## src/rtl/iter_ctrl_if.sv

```systemverilog
// Bundle between the Bellman-Ford top-level controller and the iteration
// controller. The controller side (master) drives state code, graph sizes
// and the relax-compare pulse; iter_ctrl (slave) returns edge index,
// pass count and pass-result flags.
//
// Handshake: relaxValid is a single-cycle pulse meaning "the compare result
// for edge edgeAddr is valid now"; relaxUpdated is only meaningful while
// relaxValid is high. iter_ctrl answers one cycle later with either goS8
// (a one-cycle pulse: next edge ready) or iterDone (a level: pass complete).
interface iter_ctrl_if #(
  parameter int EDGE_AW = 8,
  parameter int NODE_W  = 8
);
  logic [4:0]         fsm_state;
  logic [EDGE_AW-1:0] numEdges;
  logic [NODE_W-1:0]  numNodes;
  logic               relaxValid;
  logic               relaxUpdated;
  logic [EDGE_AW-1:0] edgeAddr;
  logic [NODE_W-1:0]  iterCount;
  logic               goS8;
  logic               iterDone;
  logic               iterStop;
  logic               negCycle;
  logic               updatedFlag;
  logic [1:0]         phase;

  modport master (
    output fsm_state, numEdges, numNodes, relaxValid, relaxUpdated,
    input  edgeAddr, iterCount, goS8, iterDone, iterStop, negCycle,
           updatedFlag, phase
  );

  modport slave (
    input  fsm_state, numEdges, numNodes, relaxValid, relaxUpdated,
    output edgeAddr, iterCount, goS8, iterDone, iterStop, negCycle,
           updatedFlag, phase
  );
endinterface

```

## src/rtl/iter_ctrl.sv

```systemverilog
// Relaxation-pass controller: walks edgeAddr over all edges of the graph,
// accumulates whether any distance improved in the pass, counts passes and
// flags convergence or a negative cycle. All outputs come from registers.
module iter_ctrl #(
  parameter int EDGE_AW = 8,
  parameter int NODE_W  = 8
) (
  input logic         clock,
  input logic         reset,
  iter_ctrl_if.slave  bus
);

  typedef enum logic [1:0] {
    IDLE = 2'd0,
    SCAN = 2'd1,
    DONE = 2'd2
  } phase_t;

  phase_t             phase_q, phase_d;
  logic [EDGE_AW-1:0] edge_q, edge_d;
  logic [NODE_W-1:0]  iter_q, iter_d;
  logic               gos8_q, gos8_d;
  logic               done_q, done_d;
  logic               stop_q, stop_d;
  logic               neg_q, neg_d;
  logic               upd_q, upd_d;

  // Pass count + 1 kept one bit wider so saturation and the numNodes
  // comparison both see the true sum.
  logic [NODE_W:0]    iter_inc;
  logic [NODE_W-1:0]  iter_sat;
  logic               upd_any;
  logic               last_edge;

  // State register; reset overrides everything else.
  always_ff @(posedge clock) begin
    if (reset) begin
      phase_q <= IDLE;
      edge_q  <= '0;
      iter_q  <= '0;
      gos8_q  <= 1'b0;
      done_q  <= 1'b0;
      stop_q  <= 1'b0;
      neg_q   <= 1'b0;
      upd_q   <= 1'b0;
    end else begin
      phase_q <= phase_d;
      edge_q  <= edge_d;
      iter_q  <= iter_d;
      gos8_q  <= gos8_d;
      done_q  <= done_d;
      stop_q  <= stop_d;
      neg_q   <= neg_d;
      upd_q   <= upd_d;
    end
  end

  // Next-state: clear on state 0/1, start a pass on 6, advance on relax pulses in 10.
  always_comb begin
    phase_d   = phase_q;
    edge_d    = edge_q;
    iter_d    = iter_q;
    gos8_d    = 1'b0;
    done_d    = done_q;
    stop_d    = stop_q;
    neg_d     = neg_q;
    upd_d     = upd_q;
    iter_inc  = {1'b0, iter_q} + {{NODE_W{1'b0}}, 1'b1};
    iter_sat  = iter_inc[NODE_W] ? iter_q : iter_inc[NODE_W-1:0];
    upd_any   = upd_q | bus.relaxUpdated;
    // ">=" rather than "==" keeps edgeAddr from ever running past the end.
    last_edge = (edge_q >= (bus.numEdges - EDGE_AW'(1)));

    if (bus.fsm_state == 5'd0 || bus.fsm_state == 5'd1) begin
      phase_d = IDLE;
      edge_d  = '0;
      iter_d  = '0;
      done_d  = 1'b0;
      stop_d  = 1'b0;
      neg_d   = 1'b0;
      upd_d   = 1'b0;
    end else if (bus.fsm_state == 5'd6 && phase_q != SCAN) begin
      phase_d = SCAN;
      edge_d  = '0;
      done_d  = 1'b0;
      stop_d  = 1'b0;
      neg_d   = 1'b0;
      upd_d   = 1'b0;
    end else if (phase_q == SCAN && bus.fsm_state == 5'd10) begin
      if (bus.numEdges == '0) begin
        // Empty graph: the pass is trivially complete and converged.
        phase_d = DONE;
        iter_d  = iter_sat;
        done_d  = 1'b1;
        stop_d  = 1'b1;
        neg_d   = 1'b0;
      end else if (bus.relaxValid) begin
        upd_d = upd_any;
        if (!last_edge) begin
          edge_d = edge_q + EDGE_AW'(1);
          gos8_d = 1'b1;
        end else begin
          phase_d = DONE;
          iter_d  = iter_sat;
          done_d  = 1'b1;
          stop_d  = !upd_any;
          neg_d   = upd_any && (iter_inc == {1'b0, bus.numNodes});
        end
      end
    end
  end

  assign bus.edgeAddr    = edge_q;
  assign bus.iterCount   = iter_q;
  assign bus.goS8        = gos8_q;
  assign bus.iterDone    = done_q;
  assign bus.iterStop    = stop_q;
  assign bus.negCycle    = neg_q;
  assign bus.updatedFlag = upd_q;
  assign bus.phase       = phase_q;

endmodule

```

## src/flat_wrapper.sv

```systemverilog
// flat-port wrapper written by rule: the top's interface ports become plain ports
module iter_ctrl_flat 
#(
  parameter int EDGE_AW = 8,
  parameter int NODE_W  = 8
)
  (clock, reset, bus_fsm_state, bus_numEdges, bus_numNodes, bus_relaxValid, bus_relaxUpdated, bus_edgeAddr, bus_iterCount, bus_goS8, bus_iterDone, bus_iterStop, bus_negCycle, bus_updatedFlag, bus_phase);
  iter_ctrl_if #(.EDGE_AW(EDGE_AW), .NODE_W(NODE_W)) bus_i ();
  input logic clock;
  input logic reset;
  input wire logic [$bits(bus_i.fsm_state)-1:0] bus_fsm_state;
  input wire logic [$bits(bus_i.numEdges)-1:0] bus_numEdges;
  input wire logic [$bits(bus_i.numNodes)-1:0] bus_numNodes;
  input wire logic [$bits(bus_i.relaxValid)-1:0] bus_relaxValid;
  input wire logic [$bits(bus_i.relaxUpdated)-1:0] bus_relaxUpdated;
  output wire logic [$bits(bus_i.edgeAddr)-1:0] bus_edgeAddr;
  output wire logic [$bits(bus_i.iterCount)-1:0] bus_iterCount;
  output wire logic [$bits(bus_i.goS8)-1:0] bus_goS8;
  output wire logic [$bits(bus_i.iterDone)-1:0] bus_iterDone;
  output wire logic [$bits(bus_i.iterStop)-1:0] bus_iterStop;
  output wire logic [$bits(bus_i.negCycle)-1:0] bus_negCycle;
  output wire logic [$bits(bus_i.updatedFlag)-1:0] bus_updatedFlag;
  output wire logic [$bits(bus_i.phase)-1:0] bus_phase;
  assign bus_i.fsm_state = bus_fsm_state;
  assign bus_i.numEdges = bus_numEdges;
  assign bus_i.numNodes = bus_numNodes;
  assign bus_i.relaxValid = bus_relaxValid;
  assign bus_i.relaxUpdated = bus_relaxUpdated;
  assign bus_edgeAddr = bus_i.edgeAddr;
  assign bus_iterCount = bus_i.iterCount;
  assign bus_goS8 = bus_i.goS8;
  assign bus_iterDone = bus_i.iterDone;
  assign bus_iterStop = bus_i.iterStop;
  assign bus_negCycle = bus_i.negCycle;
  assign bus_updatedFlag = bus_i.updatedFlag;
  assign bus_phase = bus_i.phase;
  iter_ctrl #(.EDGE_AW(EDGE_AW), .NODE_W(NODE_W)) u_core (.clock(clock), .reset(reset), .bus(bus_i));
endmodule
```

## config.mk

```make
export PLATFORM = sky130hd
export DESIGN_NAME = iter_ctrl_flat
export DESIGN_NICKNAME = d
export VERILOG_FILES = /design/src/rtl/iter_ctrl_if.sv /design/src/rtl/iter_ctrl.sv /design/src/flat_wrapper.sv
export SDC_FILE = /design/constraint.sdc
export NUM_CORES = 1
export LEC_CHECK = 0
export BUFFER_PORTS_ARGS = -buffer_cell sky130_fd_sc_hd__buf_2
export CAP_MARGIN = 0
export CORE_MARGIN = 2
export CORE_UTILIZATION = 52
export CTS_CLUSTER_DIAMETER = 40
export DETAILED_ROUTE_END_ITERATION = 7
export PLACE_DENSITY = 0.8
export SLEW_MARGIN = 10
export SYNTH_ARGS = -nofsm -noshare
export SYNTH_HDL_FRONTEND = slang
export SYNTH_SLANG_ARGS = --single-unit
```

## constraint.sdc

```tcl
create_clock -name clock -period 4.91 [get_ports clock]
set_input_delay 0.982 -clock clock [delete_from_list [all_inputs] [get_ports clock]]
set_output_delay 0.982 -clock clock [all_outputs]
set_load 0.1 [all_outputs]
```

Word level (Yosys, flattened, before mapping)
Index checks and enable logic that the tools add are counted.
{ "op_classes": {"n_addsub": 3, "n_mux": 19, "n_bitwise": 6, "reduce_logical": 20, "n_lt_le_gt_ge": 1, "n_eq_ne": 6} }
{ "ops": {"columns": ["operator", "n"], "rows": [
  ["two-way mux 8 bit", 4],
  ["two-way mux 1 bit", 12],
  ["adder 8 x 1 -> 9 bit, second input constant", 1],
  ["equality test 9 x 8 -> 1 bit", 1],
  ["AND reduction 3 bit", 3],
  ["adder 8 x 1 -> 8 bit, second input constant", 1],
  ["greater-or-equal comparator 8 bit", 1],
  ["logical NOT 8 bit", 1],
  ["AND reduction 4 bit", 2],
  ["subtractor 8 x 1 -> 8 bit, second input constant", 1],
  ["two-way mux 2 bit", 3],
  ["nonzero test 2 bit", 3],
  ["nonzero test 3 bit", 2],
  ["OR reduction 6 bit", 1],
  ["equality test 5 x 1 -> 1 bit, second input constant", 1],
  ["equality test 5 x 3 -> 1 bit, second input constant", 1],
  ["equality test 5 x 4 -> 1 bit, second input constant", 1],
  ["logical NOT 5 bit", 1],
  ["inverter 1 bit", 5],
  ["logical AND 1 bit", 3],
  ["OR reduction 3 bit", 1],
  ["equality test 2 x 1 -> 1 bit, second input constant", 1],
  ["!= test 2 x 1 -> 1 bit, second input constant", 1],
  ["OR reduction 2 bit", 1],
  ["3 further kinds", 3]
]} }
{ "totals": {"input_bits": 25, "output_inout_bits": 23, "elab_cells": 64, "register_bits": 23} }

Logic depth before layout (Yosys ltp)
Gate-level depths: netlist of run 1.
{ "depth": {"ltp_word": 7, "depth_mapped": 13, "mapped_depth_nobuf": 12} }

Worst setup path after synthesis of run 1
No wires, ideal clock.
{ "synth_path": {"path_type": "input to register", "from": "input bus_numEdges[5]", "to": "register u_core.iter_q[5], in the netlist u_core.bus.iterCount[5]", "setup_slack_ns": 1.196, "path_stages": 11, "n_path_buf": 1, "setup_ns": 0.070, "arrival_time_ns": 3.644, "required_ns": 4.840, "path_cell_list": "or4_4 > nor4_1 > xnor2_1 > ha_1 > nand2_1 > a211o_2 > o21bai_1 > a21oi_1 > buf_2 > or4_1 > a21oi_1"} }
{ "synth_via": {"elab_chain_len": 4} }
{ "synth_rtl": {"columns": ["element", "line", "source"], "rows": [
  ["start: declaration", "flat_wrapper.sv:12", "input wire logic [$bits(bus_i.numEdges)-1:0] bus_numEdges;"],
  ["subtractor 8 x 1 -> 8 bit", "iter_ctrl.sv:72", "last_edge = (edge_q >= (bus.numEdges - EDGE_AW'(1)));"],
  ["greater-or-equal comparator 8 bit", "iter_ctrl.sv:72", null],
  ["nonzero test 2 bit (no source line)", null, null],
  ["AND reduction 4 bit (no source line)", null, null],
  ["end signal: assignment", "iter_ctrl.sv:49", "iter_q <= iter_d;"],
  ["end: declaration", "iter_ctrl.sv:21", "logic [NODE_W-1:0] iter_q, iter_d;"]
]} }
Several ways; a longest one is shown, not always the timed one.
A chain may end at the register's enable or synchronous reset.

Worst setup path in the final report of run 1
{ "layout_path": {"from": "input bus_numEdges[5]", "to": "register u_core.iter_q[2], in the netlist u_core.bus.iterCount[2]"} }
The elaborated chain is that of the path after synthesis.

==> flow_metrics.tcl, run 1 <==
set metrics [dict create \
    n_antenna_cell 0 \
    fmax_ghz 0.269 \
    syn-num-nets 230 \
    io_pins 48 \
    grt_max_degree 12 \
    hold_viol 0 \
    ys.flop_type "dfxtp_1" \
    drc 0 \
    finalCritPeriodShare_pct 75.8 \
    outcome "completed" \
    relSlewSlack_pct 56.8 \
    finalPower_uw 304 \
    min_path_cells 2 \
    synth_top_area_share_pct 27.1 \
    syn_to_final_growth_pct 16.7 \
    powerDensity_nw_per_um2 161 \
    wire_per_inst_um 13.0 \
    grt_pass1_wl_mm 6.00 \
    synth_seq_area_share_pct 27.1 \
    hp-class "flip-flop to flip-flop" \
    reg2reg_depth 8 \
    synth.most_common_cell "dfxtp_1" \
    port_buffers 47 \
    cts_made_buffers 3 \
    cts.sinks 22 \
    cts_tree "built" \
    synthTopCellsByArea "dfxtp_1, ha_1, xnor2_1" \
    nets 277 \
    grt_overflow_total 0 \
    fin_setup_tns_ps 0 \
    drive_above_1_share_pct 25.6 \
    fill_cells 293 \
    fin_crit_ps 3720 \
    slew_violations 0 \
    antenna_left 0 \
    rows 20 \
    synth.distinct_cells 43 \
    ys_async_sr_fraction_pct 0 \
    irDropWorstVdd_v 0.000108 \
    crit_path_max_fanout 11 \
    htreeDepth 1 \
    gp_congestion 0.835 \
    synth-edff-count 0 \
    grt_setup_unrepaired "false" \
    hold_end "u_core.bus.phase[0]$_SDFFE_PP0P_" \
    rr_startpoint "u_core.bus.edgeAddr[0]$_SDFFE_PP0P_" \
    cp-start-kind "input port" \
    finClkSkew_ps 9.91 \
    cap_violations 0 \
    ys_ff_latch 22 \
    hpwl_mm 2.91 \
    worstMarginPinSlew_ps 648 \
    whs_ps 474 \
    ys_top_cells_by_count "dfxtp_1, nand2_1, xnor2_1" \
    core_area_um2 3000 \
    post_cts_resized 0 \
    critical_path_class "input port to flip-flop" \
    first_iter_violations 53 \
    synth_top_cell_by_area "dfxtp_1" \
    reg2reg_setup_slack_ps 2190 \
    leakagePower_nw 0.785 \
    routed_via_density 5.74 \
    die_w_um 59.9 \
    placed_cell_area_um2 1870 \
    die_h_um 59.9 \
    clk_latency_ps 300 \
    worstHoldStart "u_core.bus.phase[0]$_SDFFE_PP0P_" \
    syn_inst 193 \
    ctsHoldBuffers 0 \
    dr.pass1.iters 4 \
    antenna_found_initial 0 \
    clockBufferDepth 2 \
    cts_root_buffer "clkbuf_4" \
    post-cts-setup-buffer-count 0 \
    end_kind "flip-flop" \
    initial_utilization_pct 54.0 \
    grt_pass1_vias 1390 \
    syn_area_per_cell_um2 8.41 \
    arrival_ps 3960 \
    grtUsageTotal_pct 21.7 \
    synth_area_um2 1620 \
    yosysWarningCount 0 \
    r2r_end "u_core.bus.iterStop$_SDFFE_PP0P_" \
    setup_viol_count_final 0 \
    vias 1555 \
    worst_ep_required_time_ps 5150 \
    die-area_um2 3580 \
    design_area_um2 1890 \
    finalWirelength_mm 3.54 \
    cts.clk_slew.worst_paths_ps 120 \
]
cells by family (layout without fill, tap and decap cells):
family,count (synthesis),after routing,share of synthesized area (%)
DFF,22,22,27.1
adders and majority gates,12,12,9.25
buffers and inverters,13,58,3.62
xor gates and xnor gates,20,20,10.8
and+or+nand+nor,82,82,29.3
AOI/OAI and AO/OA,40,40,17.4
muxes,4,4,2.47
critical path: stages:
cell and delay, ps:
buf_2 110, or4_4 560, nor4_1 250, xnor2_1 110
ha_1 300, nand2_1 70, a211o_2 280, o21bai_1 320
a21oi_1 290, or4_1 520, a21oi_1 160
cell usage in the layout, fill, tap and decap left out, types with 5 or more instances in the layout:
cell type	count
inv_1	8
or3_1	5
nor2_1	11
nand2_1	17
xor2_1	5
ha_1	12
buf_2	47
or4_1	7
nor3_1	8
a21oi_1	14
dfxtp_1	22
o31ai_1	6
nand3_1	9
xnor2_1	15
o21ai_0	7
sequential cells by signal, indices dropped and copies added, names as in the netlist:
register                flops
u_core.bus.edgeAddr         8
u_core.bus.goS8             1
u_core.bus.iterCount        8
u_core.bus.iterStop         1
u_core.bus.negCycle         1
u_core.bus.phase            2
u_core.bus.updatedFlag      1
power breakdown:
part	internal (mW)	switching [mW]	leakage, nW
combinational	0.0208	0.0243	0.594
sequential	0.179	0.000101	0.177
clock	0.0286	0.0520	0.0138
total	0.228	0.0764	0.785
metal layers:
| layer | global-route usage, % | wire length (um) |
|---|---|---|
| met3 | 1.95 | 140 |
| met5 | 0 | 0 |
| met2 | 37.6 | 1650 |
| met4 | 5.71 | 40 |
| met1 | 28.7 | 1710 |
through the flow:
stage	std cells	worst slack, ps	util, %
2_1_floorplan	193	1200	-
3_3_place_gp	268	943	62.3
3_5_place_dp	268	872	62.3
4_1_cts	271	1190	63.0
5_1_grt	271	935	63.0
6_report	271	1190	63.0
worst max-delay path by stage:
stage	depth (start not counted)	startpoint	slack (ps)	end
2_1_floorplan	11	bus_numEdges[5]	1200	u_core.bus.iterCount[5]$_SDFFE_PP0P_
3_3_place_gp	11	bus_numEdges[5]	940	u_core.bus.iterCount[3]$_SDFFE_PP0P_
3_5_place_dp	11	bus_numEdges[5]	870	u_core.bus.iterCount[5]$_SDFFE_PP0P_
4_1_cts	11	bus_numEdges[5]	1190	u_core.bus.iterCount[2]$_SDFFE_PP0P_
5_1_grt	11	bus_numEdges[5]	930	u_core.bus.iterCount[3]$_SDFFE_PP0P_
6_report	11	bus_numEdges[5]	1190	u_core.bus.iterCount[2]$_SDFFE_PP0P_
cell type report:
cell class	instances	area [um^2]	share of cell area (%)
multi-input combinational	158	1120	59.4
sequential	22	440	23.3
timing repair buffer	47	235	12.4
tap	33	41.3	2.18
inverter	8	30.0	1.59
clock buffer	3	22.5	1.19
No activity file was read; power rests on OpenSTA's default activity.
==> run 2, diff against run 1 <==
- ABC_AREA: not set -> 1
- clock period: 4.91 -> 3.5 ns (I/O delays scaled with it)
==> run 2 against run 1 <==
  * First-iteration DRC count is 13% higher
  * Critical path depth is 7 higher
  * Clock power is 81% higher
  * Critical path type unchanged
==> flow_metrics.tcl, run 2 <==
set metrics [dict create \
    initial_utilization_pct 55.3 \
    cts.clk_slew.worst_paths_ps 130 \
    clk_latency_ps 310 \
    final_cell_mix "nand2_1, buf_2, nor2_1" \
    ys.flop_type "dfxtp_1" \
    slew_violations 0 \
    wire_per_inst_um 10.2 \
    post-cts-setup-buffer-count 0 \
    cts_root_buffer "clkbuf_4" \
    syn_inst 259 \
    multi_input_area_um2 1100 \
    met3_length_um 149 \
    routed_via_density 4.76 \
    top_layer "met4" \
    grt_pass1_wl_mm 6.03 \
    antenna_found_initial 0 \
    worst_ep_required_time_ps 3730 \
    fill_cells 310 \
    grt_max_degree 13 \
    syn_to_final_growth_pct 18.5 \
    yosysWarningCount 0 \
    fin_setup_tns_ps 0 \
    grt_setup_unrepaired "false" \
    cp_cell_sequence "buf_2 -> nor2_1 -> nand2_1 -> nor2_1 -> nand2_1 -> nor3_1 -> xnor2_1 -> ha_1 -> nand2_1 -> o21a_1 -> nand2_2 -> nand2_2 -> nand2_2 -> nand2_4 -> inv_4 -> nand2_1 -> nand2_1 -> nor2_1" \
    critPathSlowestCell "ha_1" \
    setup_viol_count_final 0 \
    die_h_um 61.2 \
    htreeDepth 1 \
    nets 346 \
    hp-class "flip-flop to flip-flop" \
    die-area_um2 3750 \
    drc 0 \
    die_w_um 61.2 \
    fmax_ghz 0.399 \
    finalPower_uw 465 \
    grtUsageTotal_pct 20.9 \
    critical_path_class "input port to flip-flop" \
    core_area_um2 3080 \
    path_common_cell "nand2_1" \
    ys_async_sr_fraction_pct 0 \
    synth-edff-count 0 \
    cp-start-kind "input port" \
    wl_met2_mm 1.72 \
    final_common_cell "nand2_1" \
    powerDensity_nw_per_um2 231 \
    hold_viol 0 \
    syn-num-nets 296 \
    synth.most_common_cell "nand2_1" \
    design_area_um2 2020 \
    arrival_ps 2730 \
    synth_top_cell_by_area "dfxtp_1" \
    syn_area_per_cell_um2 6.57 \
    clockBufferDepth 2 \
    grt_pass1_vias 1494 \
    crit_path_max_incr_delay_ps 300 \
    antenna_left 0 \
    crit_path_max_fanout 9 \
    io_pins 48 \
    cts_made_buffers 3 \
    synth_seq_area_share_pct 25.9 \
    dr.pass1.iters 4 \
    cap_violations 0 \
    synth.distinct_cells 32 \
    synthTopCellsByArea "dfxtp_1, nand2_1, ha_1" \
    n_antenna_cell 0 \
    post_cts_resized 0 \
    layout.cells.non_filler 352 \
    grt_overflow_total 0 \
    first_iter_violations 60 \
    finalWirelength_mm 3.58 \
    drive_above_1_share_pct 25.6 \
    vias 1676 \
    post-place-cells 348 \
    fin_crit_ps 2510 \
    placed_cell_area_um2 1980 \
    relSlewSlack_pct 67.6 \
    rows 20 \
    port_buffers 47 \
    gp_congestion 0.836 \
    wl_met1_mm 1.69 \
    cts_tree "built" \
    finalCritPeriodShare_pct 71.6 \
    end_kind "flip-flop" \
    hpwl_mm 2.96 \
    synth_top_area_share_pct 25.9 \
    ys_ff_latch 22 \
    finClkSkew_ps 5.17 \
    ys_top_cells_by_count "nand2_1, nor2_1, inv_1" \
    irDropWorstVdd_v 0.000181 \
    outcome "completed" \
    synth_area_um2 1700 \
    ctsHoldBuffers 0 \
    worstMarginPinSlew_ps 490 \
    cts.sinks 22 \
    register_area_um2 440 \
    leakagePower_nw 1.00 \
]
## run 2: cell count changes in the layout (fill, tap and decap cells not counted), sizes merged, moves of 5 or more
cell   before  now
xnor2      15    5
nor2       11   48
or4         8    0
nand2      17   70
or3         5    0
nand3       9   17
o31ai       7    0
inv         8   39
## run 2: area by class of cell
class / count / share of cell area [%]
Sequential cell: 22 / 21.8
Inverter: 39 / 7.39
Tap cell: 44 / 2.73
Clock buffer: 4 / 1.80
Timing Repair Buffer: 47 / 11.7
Multi-Input combinational cell: 196 / 54.6
## run 2: critical path, delay by kind of cell
| family | cells | cell delay [ps] |
|---|---|---|
| AND/OR/NAND/NOR | 13 | 1210 |
| adder cells (fa/ha/maj) | 1 | 300 |
| buffers and inverters | 2 | 230 |
| AO/OA/AOI/OAI | 1 | 190 |
| XOR/XNOR | 1 | 100 |
## run 2: through the flow
step / hold slack (ps) / util (%) / setup WS, ps
finish: 523 / 65.5 / 994
global route: 545 / 65.5 / 820
CTS: 517 / 65.5 / 992
detailed placement: 495 / 64.3 / 647
global placement: 495 / 64.3 / 770
floorplan: 866 / - / 979
## run 2: cell families after synthesis
group,count (synthesis),synth area share (%)
adders and majority gates,12,8.82
DFF,22,25.9
and+or+nand+nor,148,41.1
buffers and inverters,41,9.49
xor gates and xnor gates,10,5.15
AOI/OAI and AO/OA,26,9.56
## run 2: path summary, 6_finish.rpt
kind | start | endpoint | slack (ps) | depth (start not counted)
max reg2reg | u_core.bus.edgeAddr[0]$_SDFFE_PP0P_ | u_core.bus.iterCount[6]$_SDFFE_PP0P_ | 1630 | 15
min | u_core.bus.iterStop$_SDFFE_PP0P_ | u_core.bus.iterStop$_SDFFE_PP0P_ | 520 | 2
max | bus_numEdges[2] | u_core.bus.iterCount[6]$_SDFFE_PP0P_ | 990 | 18
min reg2reg | u_core.bus.iterStop$_SDFFE_PP0P_ | u_core.bus.iterStop$_SDFFE_PP0P_ | 520 | 2
## run 2: routing by layer
layer	up-vias	global-route usage, %
li1	909	-
met1	731	25.4
met2	34	38.0
met3	2	5.46
met4	0	2.48
met5	-	0
## run 2: power by group
group          internal, mW  switching [mW]
logic                0.0289          0.0392
registers             0.251        0.000246
clock network        0.0636          0.0821
==> run 3, diff against run 2 <==
- clock period: 3.5 -> 2.4 ns (I/O delays scaled with it)
==> run 3 against run 2 <==
  * Critical path depth unchanged
  * Sequential share of layout area is 1.1 points lower
  * Die area unchanged
  * Global-route usage is 0.81 points higher
  * First-iteration DRC count grew 25%
  * Worst setup slack worse by 790 ps
  * Highest routed layer unchanged
  * Largest cell class unchanged
  * Design area grew 5.8%
  * Combinational power is 62% higher
  * Clock power up 99%
  * Cell count is 3.4% higher
==> flow_metrics.tcl, run 3 (same netlist as run 2, synthesis figures left out) <==
set metrics [dict create \
    outcome "completed" \
    worstHoldStart "reset" \
    die_h_um 61.2 \
    nets 358 \
    path_common_cell "nand2_1" \
    min_path_cells 4 \
    finClkSkew_ps 4.49 \
    wire_per_inst_um 10.4 \
    setup_ws_ps 206 \
    leakagePower_nw 1.07 \
    crit_path_max_incr_delay_ps 310 \
    cts_root_buffer "clkbuf_4" \
    worstMarginPinSlew_ps 494 \
    hpwl_mm 3.10 \
    gp_congestion 0.838 \
    hold_viol 0 \
    irDropWorstVdd_v 0.000333 \
    cp-start-kind "input port" \
    drc 0 \
    slew_violations 0 \
    hold_end "u_core.bus.iterCount[4]$_SDFFE_PP0P_" \
    crit_family "simple AND/OR/NAND/NOR gates" \
    routed_via_density 4.78 \
    fin_crit_ps 2190 \
    vias 1740 \
    cp_cell_sequence "buf_2 -> nor2_1 -> nand2_1 -> nor2_1 -> nand2_1 -> buf_4 -> xor2_1 -> ha_1 -> a21oi_2 -> o21a_1 -> nand2_2 -> nand2_2 -> nand2_2 -> nand2_4 -> inv_4 -> nand2_1 -> nand2_1 -> nor2_1" \
    antenna_found_initial 0 \
    final_common_cell "nand2_1" \
    setup_viol_count_final 0 \
    grt_setup_unrepaired "false" \
    critical_path_class "input port to flip-flop" \
    die-area_um2 3750 \
    rr_startpoint "u_core.bus.edgeAddr[3]$_SDFFE_PP0P_" \
    cts.clk_slew.worst_paths_ps 130 \
    first_iter_violations 75 \
    cp.buffers_inverters 3 \
    worst_ep_required_time_ps 2630 \
    rows 20 \
    ctsHoldBuffers 0 \
    hp-class "input port to flip-flop" \
    n_antenna_cell 0 \
    critPathSlowestCell "ha_1" \
    arrival_ps 2420 \
    grt_overflow_total 0 \
    clockBufferDepth 2 \
    htreeDepth 1 \
    design_area_um2 2130 \
    dr.pass1.iters 4 \
    io_pins 48 \
    reg2reg_depth 14 \
    finalCritPeriodShare_pct 91.4 \
    grtUsageTotal_pct 21.7 \
    cts_made_buffers 3 \
    r2r_end "u_core.bus.iterCount[6]$_SDFFE_PP0P_" \
    powerDensity_nw_per_um2 359 \
    syn_to_final_growth_pct 25.3 \
    drive_above_1_share_pct 29.4 \
    final_util_pct 69.3 \
    initial_utilization_pct 55.3 \
    finalWirelength_mm 3.80 \
    clk_latency_ps 320 \
    grt_pass1_wl_mm 6.21 \
    placed_cell_area_um2 2070 \
    post_cts_resized 0 \
    core_area_um2 3080 \
    fmax_ghz 0.456 \
    reg2reg_setup_slack_ps 590 \
    grt_max_degree 14 \
    relSlewSlack_pct 67.3 \
    dp_slack_ps -144 \
    die_w_um 61.2 \
    antenna_left 0 \
    post-cts-setup-buffer-count 0 \
    crit_path_max_fanout 9 \
    end_kind "flip-flop" \
    final_cell_mix "nand2_1, buf_2, nor2_1" \
    grt_pass1_vias 1486 \
    cap_violations 0 \
    port_buffers 47 \
    cts_tree "built" \
    cts.sinks 22 \
    finalPower_uw 766 \
]
[run 3: layout make-up]
type                       count  area (um^2)
clock buffer                   3         22.5
timing repair buffer          59          325
sequential                    22          442
multi-input combinational    196         1110
fill                         287          946
clock inverter                 1         30.0
tap                           44         55.1
inverter                      39          149
[run 3: worst max-delay path by stage]
stage	slack, ps	cells after the start	endpoint	from
after floorplan	70	13	u_core.bus.iterCount[2]$_SDFFE_PP0P_	u_core.bus.edgeAddr[3]$_SDFFE_PP0P_
after detailed placement	-140	18	u_core.bus.iterCount[4]$_SDFFE_PP0P_	bus_numEdges[0]
after global placement	-70	18	u_core.bus.iterCount[6]$_SDFFE_PP0P_	bus_numEdges[0]
after CTS	190	18	u_core.bus.iterCount[6]$_SDFFE_PP0P_	bus_numEdges[0]
after global routing	5	17	u_core.bus.iterCount[5]$_SDFFE_PP0P_	bus_numEdges[0]
final	210	18	u_core.bus.iterCount[6]$_SDFFE_PP0P_	bus_numEdges[0]
[run 3: metrics by stage]
stage	std cells	hold WS (ps)	setup TNS (ps)
finish	364	437	0
global route	364	439	0
detailed placement	360	476	-1560
CTS	364	432	0
global placement	360	473	-354
floorplan	259	646	0
[run 3: metal layers]
metal | vias to the layer above | part of all wire (%) | GRT usage [%]
met2 | 42 | 49 | 38.4
met5 | - | 0 | 0
met1 | 760 | 46 | 26.8
li1 | 933 | - | -
met4 | 0 | 0.53 | 4.04
met3 | 5 | 5.0 | 5.46
[run 3: worst reg2reg max path, delay by kind of cell, from the launching register on]
kind	cells	cell delay [ps]
fa+ha+maj	1	330
flops	1	370
simple gates	12	890
buf+inv	1	110
[run 3: power by group]
part / internal, mW / switching (mW) / total, mW
clock network: 0.169 / 0.121 / 0.290
registers: 0.365 / 0.000358 / 0.366
logic: 0.0497 / 0.0604 / 0.110
total: 0.584 / 0.181 / 0.766
